===== config.mk =====
export PLATFORM = sky130hd
export DESIGN_NAME = clk_div_monitor
export DESIGN_NICKNAME = d
export VERILOG_FILES = /design/src/rtl/clk_meas_pkg.sv /design/src/rtl/edge_detect.sv /design/src/rtl/clk_div_monitor.sv
export SDC_FILE = /design/constraint.sdc
export NUM_CORES = 1
export LEC_CHECK = 0
export ABC_AREA = 1
export ABC_CLOCK_PERIOD_IN_PS = 2400
export CORE_MARGIN = 8
export CORE_UTILIZATION = 56
export DETAILED_ROUTE_END_ITERATION = 10
export GPL_TIMING_DRIVEN = 1
export PLACE_DENSITY = 0.88
export SYNTH_ARGS = -nofsm -noshare
export SYNTH_HDL_FRONTEND = slang
export SYNTH_SLANG_ARGS = --single-unit

===== constraint.sdc =====
create_clock -name clk_in -period 2.4 [get_ports clk_in]
set_clock_uncertainty 0.15 [all_clocks]
set_input_delay 0.36 -clock clk_in [delete_from_list [all_inputs] [get_ports clk_in]]
set_output_delay 0.36 -clock clk_in [all_outputs]
set_load 0.005 [all_outputs]

===== src/rtl/clk_meas_pkg.sv =====
// Shared types and default sizing for the divided-clock period monitor.
package clk_meas_pkg;

  localparam int unsigned CNT_W_DEF    = 8;
  localparam int unsigned LOCK_CNT_DEF = 4;

  typedef enum logic [1:0] {
    ST_IDLE = 2'd0,
    ST_HIGH = 2'd1,
    ST_LOW  = 2'd2
  } meas_state_e;

endpackage


===== src/rtl/edge_detect.sv =====
// Registers the measured level once and flags its rising/falling transitions.
module edge_detect (
  input  logic clk_in,
  input  logic rst,
  input  logic d_i,
  output logic rise_o,
  output logic fall_o
);

  logic s_q;
  logic s_prev_q;

  // Both stages reset high so a level already high at reset release is not a rise
  always_ff @(posedge clk_in) begin
    if (rst) begin
      s_q      <= 1'b1;
      s_prev_q <= 1'b1;
    end else begin
      s_q      <= d_i;
      s_prev_q <= s_q;
    end
  end

  assign rise_o = s_q & ~s_prev_q;
  assign fall_o = ~s_q & s_prev_q;

endmodule


===== src/rtl/clk_div_monitor.sv =====
// Measures high/low phase lengths of a divided clock and reports lock when
// consecutive periods repeat; a phase too long for the counters sets sticky overflow.
module clk_div_monitor
  import clk_meas_pkg::*;
#(
  parameter int unsigned CNT_W    = CNT_W_DEF,
  parameter int unsigned LOCK_CNT = LOCK_CNT_DEF
) (
  input  logic             clk_in,
  input  logic             rst,
  input  logic             div_in,
  output logic [CNT_W-1:0] high_cnt,
  output logic [CNT_W-1:0] low_cnt,
  output logic [CNT_W:0]   period,
  output logic             meas_valid,
  output logic             locked,
  output logic             overflow
);

  localparam int unsigned          MATCH_W  = $clog2(LOCK_CNT + 1);
  localparam logic [CNT_W-1:0]     CNT_MAX  = {CNT_W{1'b1}};
  localparam logic [MATCH_W-1:0]   LOCK_VAL = MATCH_W'(LOCK_CNT);

  meas_state_e        state_q, state_d;
  logic [CNT_W-1:0]   hc_q, hc_d, lc_q, lc_d;
  logic [CNT_W-1:0]   high_cnt_q, high_cnt_d, low_cnt_q, low_cnt_d;
  logic [CNT_W:0]     period_q, period_d;
  logic [MATCH_W-1:0] match_q, match_d;
  logic               meas_valid_q, meas_valid_d;
  logic               locked_q, locked_d;
  logic               overflow_q, overflow_d;
  logic               rise_s, fall_s;

  edge_detect u_edge (
    .clk_in (clk_in),
    .rst    (rst),
    .d_i    (div_in),
    .rise_o (rise_s),
    .fall_o (fall_s)
  );

  always_ff @(posedge clk_in) begin
    if (rst) begin
      state_q <= ST_IDLE;
    end else begin
      state_q <= state_d;
    end
  end

  // A saturated counter that must count again aborts the measurement back to IDLE
  always_comb begin
    state_d = state_q;
    case (state_q)
      ST_IDLE: begin
        if (rise_s) state_d = ST_HIGH;
        else        state_d = ST_IDLE;
      end
      ST_HIGH: begin
        if (fall_s)                state_d = ST_LOW;
        else if (hc_q == CNT_MAX)  state_d = ST_IDLE;
        else                       state_d = ST_HIGH;
      end
      ST_LOW: begin
        if (rise_s)                state_d = ST_HIGH;
        else if (lc_q == CNT_MAX)  state_d = ST_IDLE;
        else                       state_d = ST_LOW;
      end
      default: state_d = ST_IDLE;
    endcase
  end

  always_comb begin
    hc_d         = hc_q;
    lc_d         = lc_q;
    match_d      = match_q;
    high_cnt_d   = high_cnt_q;
    low_cnt_d    = low_cnt_q;
    period_d     = period_q;
    meas_valid_d = 1'b0;
    locked_d     = locked_q;
    overflow_d   = overflow_q;
    case (state_q)
      ST_IDLE: begin
        lc_d = {CNT_W{1'b0}};
        if (rise_s) hc_d = CNT_W'(1'b1);
        else        hc_d = {CNT_W{1'b0}};
      end
      ST_HIGH: begin
        if (fall_s) begin
          lc_d = CNT_W'(1'b1);
        end else if (hc_q == CNT_MAX) begin
          hc_d       = {CNT_W{1'b0}};
          lc_d       = {CNT_W{1'b0}};
          match_d    = {MATCH_W{1'b0}};
          locked_d   = 1'b0;
          overflow_d = 1'b1;
        end else begin
          hc_d = hc_q + CNT_W'(1'b1);
        end
      end
      ST_LOW: begin
        if (rise_s) begin
          high_cnt_d   = hc_q;
          low_cnt_d    = lc_q;
          period_d     = {1'b0, hc_q} + {1'b0, lc_q};
          meas_valid_d = 1'b1;
          // Compare against the pair still held on the outputs, i.e. the previous publish
          if ((hc_q == high_cnt_q) && (lc_q == low_cnt_q)) begin
            if (match_q >= LOCK_VAL) match_d = LOCK_VAL;
            else                     match_d = match_q + MATCH_W'(1'b1);
          end else begin
            match_d = MATCH_W'(1'b1);
          end
          locked_d = (match_d >= LOCK_VAL);
          hc_d     = CNT_W'(1'b1);
          lc_d     = {CNT_W{1'b0}};
        end else if (lc_q == CNT_MAX) begin
          hc_d       = {CNT_W{1'b0}};
          lc_d       = {CNT_W{1'b0}};
          match_d    = {MATCH_W{1'b0}};
          locked_d   = 1'b0;
          overflow_d = 1'b1;
        end else begin
          lc_d = lc_q + CNT_W'(1'b1);
        end
      end
      default: begin
        hc_d = {CNT_W{1'b0}};
        lc_d = {CNT_W{1'b0}};
      end
    endcase
  end

  always_ff @(posedge clk_in) begin
    if (rst) begin
      hc_q         <= {CNT_W{1'b0}};
      lc_q         <= {CNT_W{1'b0}};
      match_q      <= {MATCH_W{1'b0}};
      high_cnt_q   <= {CNT_W{1'b0}};
      low_cnt_q    <= {CNT_W{1'b0}};
      period_q     <= {(CNT_W+1){1'b0}};
      meas_valid_q <= 1'b0;
      locked_q     <= 1'b0;
      overflow_q   <= 1'b0;
    end else begin
      hc_q         <= hc_d;
      lc_q         <= lc_d;
      match_q      <= match_d;
      high_cnt_q   <= high_cnt_d;
      low_cnt_q    <= low_cnt_d;
      period_q     <= period_d;
      meas_valid_q <= meas_valid_d;
      locked_q     <= locked_d;
      overflow_q   <= overflow_d;
    end
  end

  assign high_cnt   = high_cnt_q;
  assign low_cnt    = low_cnt_q;
  assign period     = period_q;
  assign meas_valid = meas_valid_q;
  assign locked     = locked_q;
  assign overflow   = overflow_q;

endmodule


After elaboration in Yosys (flattened, before gate mapping)

Cells that the tools add are included.

Add/subtract/negate cells: 4
Multiply operators: 0
Div/mod/pow operators: 0
Magnitude comparators: 2
Equality and inequality tests: 12
Shift-type cells: 0
Muxes and demuxes: 37
Bitwise logic cells: 5
Reduce and logical (&&, ||, !) cells: 8

Operators by type and width:

| kind                                                                  | count |
|---|---|
| 8-bit 2-to-1 mux                                                      | 8 |
| 3-bit 2-to-1 mux                                                      | 8 |
| 8-bit one-hot mux with 3 select lines                                 | 1 |
| 8-bit by 1-bit adder with 8-bit output, second input constant         | 2 |
| 8-bit equality test                                                   | 2 |
| 8-bit equality test, second input constant                            | 2 |
| 8-bit one-hot mux with 2 select lines                                 | 1 |
| 1-bit 2-to-1 mux                                                      | 12 |
| 8-bit by 8-bit adder with 9-bit output                                | 1 |
| 2-bit inequality test, second input constant                          | 4 |
| 3-bit >= comparator, second input constant                            | 2 |
| 2-bit 2-to-1 mux                                                      | 3 |
| 3-bit inequality test, second input constant                          | 2 |
| 2-bit one-hot mux with 3 select lines                                 | 1 |
| 3-bit one-hot mux with 2 select lines                                 | 1 |
| 5-bit AND reduction                                                   | 1 |
| 1-bit one-hot mux with 2 select lines                                 | 2 |
| 2-bit AND reduction                                                   | 2 |
| 4-bit AND reduction                                                   | 1 |
| 3-bit by 1-bit adder with 3-bit output, second input constant         | 1 |
| 1-bit inverter                                                        | 3 |
| 1-bit bitwise AND                                                     | 2 |
| 2-bit by 1-bit equality test with 1-bit output, second input constant | 1 |
| 2-bit equality test, second input constant                            | 1 |
| other kinds (4)                                                       | 4 |

Bits in registers: 51
Latch bits: 0
Bits in writable memories: 0
Memory bits (read-only): 0
Bits of input ports: 3
Output and inout port bits: 28
Word-level logic and storage cells: 80
Memories: 0

Logic depth before layout (Yosys ltp)

Gate-level depths: netlist of run 1.

Word-level depth: 8
Depth in mapped cells: 11

Cells and area by module

From an unflattened synthesis of run 1, not the netlist that was laid out.

Cells, all modules: 437
Area total of the unflattened synthesis: 2937.8 µm²

By module, submodules not included:

| module          | instances | cells an instance | area an instance (µm²) |
|---|---|---|---|
| clk_div_monitor | 1         | 427               | 2867.8 |
| edge_detect     | 1         | 10                | 70.1 |

Least setup slack after synthesis of run 1

Ideal clock, no wire load.

Kind: register to register
Start: register hc_q[0]
End: register period_q[6], in the netlist period[6]
Arrival: 1.521 ns
Path slack: 0.621 ns
Stages on the path, launching flop included: 10
Buffers on the path: 0
Cell sequence: dfxtp_1 -> ha_1 -> fa_1 -> nand3_1 -> nand2_1 -> a21oi_1 -> or2_2 -> nand3_1 -> nand2_1 -> inv_1

Cells in the longest elaborated chain, start to end: 1

Ends and longest elaborated chain:

| element                                | line                   | RTL |
|---|---|---|
| start, declared                        | clk_div_monitor.sv:25  | `logic [CNT_W-1:0] hc_q, hc_d, lc_q, lc_d;` |
| start signal, assigned                 | clk_div_monitor.sv:136 | `hc_q <= {CNT_W{1'b0}};` |
| 8-bit by 8-bit adder with 9-bit output | clk_div_monitor.sv:105 | `period_d = {1'b0, hc_q} + {1'b0, lc_q};` |
| end signal, assigned                   | clk_div_monitor.sv:141 | `period_q <= {(CNT_W+1){1'b0}};` |
| end signal, assigned                   | clk_div_monitor.sv:151 | `period_q <= period_d;` |
| end, declared                          | clk_div_monitor.sv:27  | `logic [CNT_W:0] period_q, period_d;` |

Every way passes these cells.
A chain may end at the register's enable or synchronous reset.

Final worst setup path of run 1

Start: register lc_q[0]
End: register period_q[6], in the netlist period[6]

Cells in the longest elaborated chain, start to end: 1

Ends and longest elaborated chain:

| element                                | line                   | RTL |
|---|---|---|
| start, declared                        | clk_div_monitor.sv:25  |  |
| start signal, assigned                 | clk_div_monitor.sv:137 | `lc_q <= {CNT_W{1'b0}};` |
| start signal, assigned                 | clk_div_monitor.sv:147 | `lc_q <= lc_d;` |
| 8-bit by 8-bit adder with 9-bit output | clk_div_monitor.sv:105 |  |

Every way passes these cells.

==> results of run 1 <==
## sequential cells by signal, indices dropped and copies added, names as in the netlist
register and flops:
period 9, hc_q 8, high_cnt 8, lc_q 8, low_cnt 8, match_q 3
state_q 2, locked 1, meas_valid 1, overflow 1, u_edge.s_prev_q 1, u_edge.s_q 1
## routing by layer
layer / GRT usage / vias to the layer above
met4: 0.0547 / 0
met1: 0.209 / 1195
met3: 0.0347 / 9
li1: - / 1379
met2: 0.295 / 55
met5: 0 / -
## worst max-delay path by stage
stage	from	endpoint	slack (ns)
2_1_floorplan	hc_q[0]	period[6]	0.62
3_3_place_gp	lc_q[0]	period[6]	0.52
3_5_place_dp	lc_q[0]	period[6]	0.44
4_1_cts	lc_q[0]	period[6]	0.44
5_1_grt	lc_q[0]	period[6]	0.30
6_report	lc_q[0]	period[6]	0.44
## final cells by class
class	count	area, µm²	share of cell area
Multi-Input combinational cell	291	1560	0.470
Sequential cell	51	1020	0.307
Timing Repair Buffer	35	338	0.102
Inverter	59	229	0.0689
Tap cell	70	87.6	0.0264
Clock buffer	6	72.6	0.0218
Clock inverter	2	12.5	0.00377
## report_power, final
group	switching, µW	internal (µW)	total, µW
Clock	275	204	479
Combinational	52.6	29.7	82.3
Sequential	7.36	852	860
Total	335	1090	1420
## cell usage in the layout, fill, tap and decap left out, types with 3 or more instances in the layout
master | Yosys | final
xor2_1 | 6 | 6
o21ai_0 | 31 | 31
inv_1 | 57 | 57
nor2_1 | 33 | 33
nand3_1 | 19 | 19
clkdlybuf4s50_1 | 0 | 30
nand4_1 | 5 | 5
clkbuf_8 | 0 | 5
nand2_1 | 105 | 105
buf_4 | 1 | 5
a21oi_1 | 37 | 37
ha_1 | 17 | 17
o21bai_1 | 3 | 3
nor3_1 | 3 | 3
nor2_2 | 3 | 3
dfxtp_1 | 51 | 51
nand2_2 | 7 | 7
## through the flow
stage	total power (µW)	hold slack, ns	utilization	instance area, µm²
2_1_floorplan	938	0.265	-	2880
3_3_place_gp	959	0.292	0.642	3240
3_5_place_dp	961	0.304	0.642	3240
4_1_cts	1430	0.327	0.659	3320
5_1_grt	1480	0.353	0.659	3320
6_report	1420	0.322	0.659	3320
## worst min-delay path, cell delays in order, from the launching register on
cell	delay (ns)
dfxtp_1	0.32
nand3_1	0.07
nand2_1	0.05
## cells by family after synthesis
family | after synthesis | synth area share
adder cells (fa/ha/maj) | 18 | 0.0809
flip-flops | 51 | 0.355
AO/OA/AOI/OAI | 82 | 0.153
AND/OR/NAND/NOR | 184 | 0.288
XOR/XNOR | 7 | 0.0213
buffers and inverters | 72 | 0.102
## cell usage after synthesis
library cell  instances  area (µm²)
nand2_1             105         394
inv_1                57         214
dfxtp_1              51        1020
a21oi_1              37         185
nor2_1               33         124
o21ai_0              31         155
nand3_1              19        95.1
ha_1                 17         213
clkbuf_1              7        26.3
nand2_2               7        43.8
xor2_1                6        52.6
nand4_1               5        31.3
buf_2                 4        20.0
nor2_2                3        18.8
nor3_1                3        15.0
o21bai_1              3        22.5
a21o_1                2        15.0
a31oi_1               2        12.5
o21a_1                2        15.0
or2_2                 2        12.5
a211oi_1              1        7.51
buf_4                 1        7.51
buf_6                 1        11.3
fa_1                  1        20.0
inv_2                 1        3.75
inv_8                 1        11.3
nand2_4               1        11.3
nand2_8               1        20.0
nand3_2               1        10.0
nand3_4               1        17.5
nand4_2               1        12.5
nor2_4                1        11.3
nor3_2                1        10.0
o211ai_1              1        7.51
o21ai_1               1        5.00
o21ai_2               1        8.76
o22ai_1               1        6.26
xnor2_1               1        8.76
==> results.json, run 1 <==
{
  "p_leak_uw": 0.00143,
  "rsz0062_at_grt": "false",
  "ctsHoldBuffers": 0,
  "grt_pass1_wl_um": 10800,
  "finalHoldViolations": 0,
  "path_buf_inv": 1,
  "ff2ff_path_depth": 9,
  "crit_path_top_delay_cell": "dfxtp_1",
  "synth-seq-area-share": 0.355,
  "timing.final.crit_share": 0.817,
  "crit_path_start_kind": "flop",
  "worstHoldStart": "locked",
  "m1WireLength_um": 2900,
  "vias": 2638,
  "cts_tree": "built",
  "criticalPathCategory": "flop to flop",
  "dr_wl_met2_um": 2900,
  "htreeDepth": 2,
  "cts.sinks": 51,
  "worst_path_dominant_cell_family": "adder cells",
  "timing.slew.headroom": 0.765,
  "r2r_setup_slack_ns": 0.44,
  "diodes": 0,
  "pre_cts_ws_ns": 0.435,
  "cts.root.buffer_cell": "clkbuf_8",
  "wl_um": 6200,
  "whs_endpoint": "locked",
  "row_count": 26,
  "path_cells": "ha_1 -> fa_1 -> nand3_1 -> nand2_1 -> a21oi_1 -> or2_2 -> nand3_1 -> nand2_1 -> inv_1",
  "grt_max_degree": 28,
  "antenna_found_initial": 0,
  "crit_cells": 9,
  "r2r_start": "lc_q[0]",
  "powerDensity_nw_per_um2": 428,
  "clock_latency_ns": 0.30,
  "die_w_um": 87.7,
  "ctsResizeCount": 0,
  "hold_depth": 2,
  "setup_viol": 0,
  "cp_max_fo": 8,
  "tns_ns": 0,
  "design.core.area_um2": 5040,
  "timing.final.ws_setup_ns": 0.439,
  "arrival_ns": 2.02,
  "netlist_area_um2": 2880,
  "route.met3.wl_um": 306,
  "start_util": 0.570,
  "die_h_um": 87.7,
  "drv_cap": 0,
  "synth_area_per_cell_um2": 6.95,
  "grt-ovfl-total": 0,
  "slew_violations": 0,
  "groute.usage.overall": 0.172,
  "required_ns": 2.46,
  "top_layer": "met4",
  "io_pins": 31,
  "cts_buffers": 5,
  "routedWlPerCell_um": 12.1,
  "max_stage_delay_ns": 0.40,
  "cts.clk_slew.worst_paths_ns": 0.09,
  "grt_pass1_vias": 2459,
  "first_pass_iters": 4,
  "cts_setup_buffers": 0,
  "fin_nets": 464,
  "worstHoldPathType": "flop to flop",
  "yosysWarnings": 0,
  "ctsLongestPathBuffers": 2,
  "ys_seq_elements": 51,
  "max-vdd-ir-drop_mv": 0.344,
  "fin_crit_ns": 1.96,
  "drt-initial-drc-count": 220,
  "fillerInstances": 422,
  "end_kind": "flop",
  "gp_congestion": 0.962,
  "status": "complete, no violations",
  "syn-num-nets": 435,
  "fmax_mhz": 510,
  "ant_nets": 0,
  "timing.rr.end": "period[6]",
  "port_buffers": 30,
  "final-instance-count-excl-fill": 514,
  "vias_per_cell": 5.13,
  "yosysUniqueCellTypes": 38,
  "place_inst": 506,
  "drive_above_1_share": 0.0766,
  "synthesis.instances": 414,
  "place_hpwl_um": 4700,
  "tightest_slew_ns": 0.351,
  "area.growth.synth_to_final_pct": 15.5,
  "dieArea_um2": 7690,
  "drc": 0
}
Note: power is estimated with default switching activity, not from simulation.
==> run 2: changes to the inputs <==
Settings changed: ABC_CLOCK_PERIOD_IN_PS 2400 to 1900.
Clock period 2.4 ns to 1.9 ns, I/O delays scaled along.
==> results.json, run 2 (same netlist as run 1, synthesis figures left out) <==
{
  "drv_cap": 0,
  "path_buf_inv": 1,
  "powerDensity_nw_per_um2": 519,
  "hold_ws_ns": 0.321,
  "routedWlPerCell_um": 13.2,
  "drive_above_1_share": 0.144,
  "max-vdd-ir-drop_mv": 0.405,
  "io_pins": 31,
  "fmax_mhz": 563,
  "grt_max_degree": 29,
  "drt-initial-drc-count": 184,
  "port_buffers": 30,
  "tightest_slew_ns": 0.312,
  "start_util": 0.570,
  "place_inst": 517,
  "criticalPathCategory": "flop to flop",
  "vias": 2739,
  "htreeDepth": 2,
  "end_kind": "flop",
  "largest_reg_flops": 9,
  "row_count": 26,
  "grt_pass1_vias": 2560,
  "drc": 0,
  "cts.clk_slew.worst_paths_ns": 0.09,
  "clock_latency_ns": 0.31,
  "timing.slew.headroom": 0.790,
  "worstHoldPathType": "flop to flop",
  "groute.usage.overall": 0.189,
  "slew_violations": 0,
  "cp_max_fo": 5,
  "ant_nets": 0,
  "die_h_um": 87.7,
  "cts.sinks": 51,
  "cts_buffers": 5,
  "timing.final.crit_share": 0.935,
  "setup_viol": 0,
  "final-instance-count-excl-fill": 528,
  "first_pass_iters": 4,
  "max_stage_delay_ns": 0.45,
  "required_ns": 1.96,
  "status": "complete, no violations",
  "cts_tree": "built",
  "worst_path_dominant_cell_family": "flip-flops",
  "crit_path_start_kind": "flop",
  "wl_um": 7000,
  "grt_pass1_wl_um": 11700,
  "fin_crit_ns": 1.78,
  "fin_nets": 478,
  "place_hpwl_um": 5110,
  "vias_per_cell": 5.19,
  "crit_path_top_delay_cell": "dfxtp_1",
  "place_area_um2": 3330,
  "arrival_ns": 1.84,
  "layout_commonest_cell": "nand2_1",
  "power_uw": 1810,
  "final_cell_mix": "103 x nand2_1, 56 x inv_1, 42 x dfxtp_1",
  "antenna_found_initial": 0,
  "cts.root.buffer_cell": "clkbuf_8",
  "dieArea_um2": 7690,
  "gp_congestion": 0.857,
  "crit_top_cell": "nand2_1",
  "diodes": 0,
  "ctsLongestPathBuffers": 2,
  "design.core.area_um2": 5040,
  "finalHoldViolations": 0,
  "p_leak_uw": 0.00148,
  "final_cell_area_um2": 3490,
  "grt-ovfl-total": 0,
  "die_w_um": 87.7,
  "path_cells": "ha_1 -> nand2_1 -> nand2_1 -> a21oi_1 -> nand2_1 -> a21oi_1 -> o21ai_1 -> nand2_1 -> inv_1",
  "area.growth.synth_to_final_pct": 21.2
}
==> run 2: metrics by stage <==
stage	utilization	TNS (ns)	worst slack, ns
floorplan	-	0	0.121
global placement	0.661	0	0.0840
detailed placement	0.661	-0.00451	-0.00451
CTS	0.678	0	0.0339
global route	0.692	-0.00765	-0.00493
finish	0.692	0	0.124
==> run 2: area by class of cell <==
cell class | instances | area (µm²)
inverter | 59 | 233
sequential | 51 | 1030
fill | 399 | 1560
timing repair inverter | 1 | 7.51
timing repair buffer | 48 | 448
multi-input combinational | 291 | 1600
clock inverter | 1 | 5.00
clock buffer | 7 | 76.3
tap | 70 | 87.6
==> run 2: where the power goes <==
part	switching [µW]	leakage (µW)	internal, µW
registers	7.54	0.000416	1080
logic	72.3	0.00103	43.6
clock network	351	0.0000422	259
total	431	0.00148	1380
==> run 2: repair_timing <==
item	in CTS	in global routing
buffers inserted	0	2
endpoints found under the setup margin	1	25
hold endpoints to repair	0	0
resized for setup	2	20
pin swaps	0	2
hold buffers	0	0
gates cloned	0	1
==> run 2: worst register-to-register path, delay by kind of cell (launching register included) <==
kind	cells	cell delay, ns
flops	1	0.45
buf+inv	1	0.03
fa+ha+maj	1	0.32
simple gates	4	0.35
compound gates	3	0.38
==> run 2: path summary, 6_finish.rpt <==
| check | start | end | slack, ns | depth (start not counted) |
|---|---|---|---|---|
| worst max register to register | hc_q[4] | period[7] | 0.12 | 9 |
| worst min-delay path | low_cnt[2] | low_cnt[2] | 0.32 | 2 |
| worst min register to register | low_cnt[2] | low_cnt[2] | 0.32 | 2 |
| worst max-delay path | hc_q[4] | period[7] | 0.12 | 9 |
==> run 2: per-layer routing <==
metal	GRT usage	vias to the layer above	wire length, µm	part of all wire
met5	0	-	0	0
met1	0.236	1256	3100	0.44
met2	0.316	65	3390	0.48
li1	-	1406	-	-
met4	0.0578	0	138	0.020
met3	0.0413	12	360	0.051
==> run 3: changes to the inputs <==
Settings changed: SLEW_MARGIN set to 25.
==> results of run 3 <==
The final DEF is identical to that of run 2; final timing and power are the same.
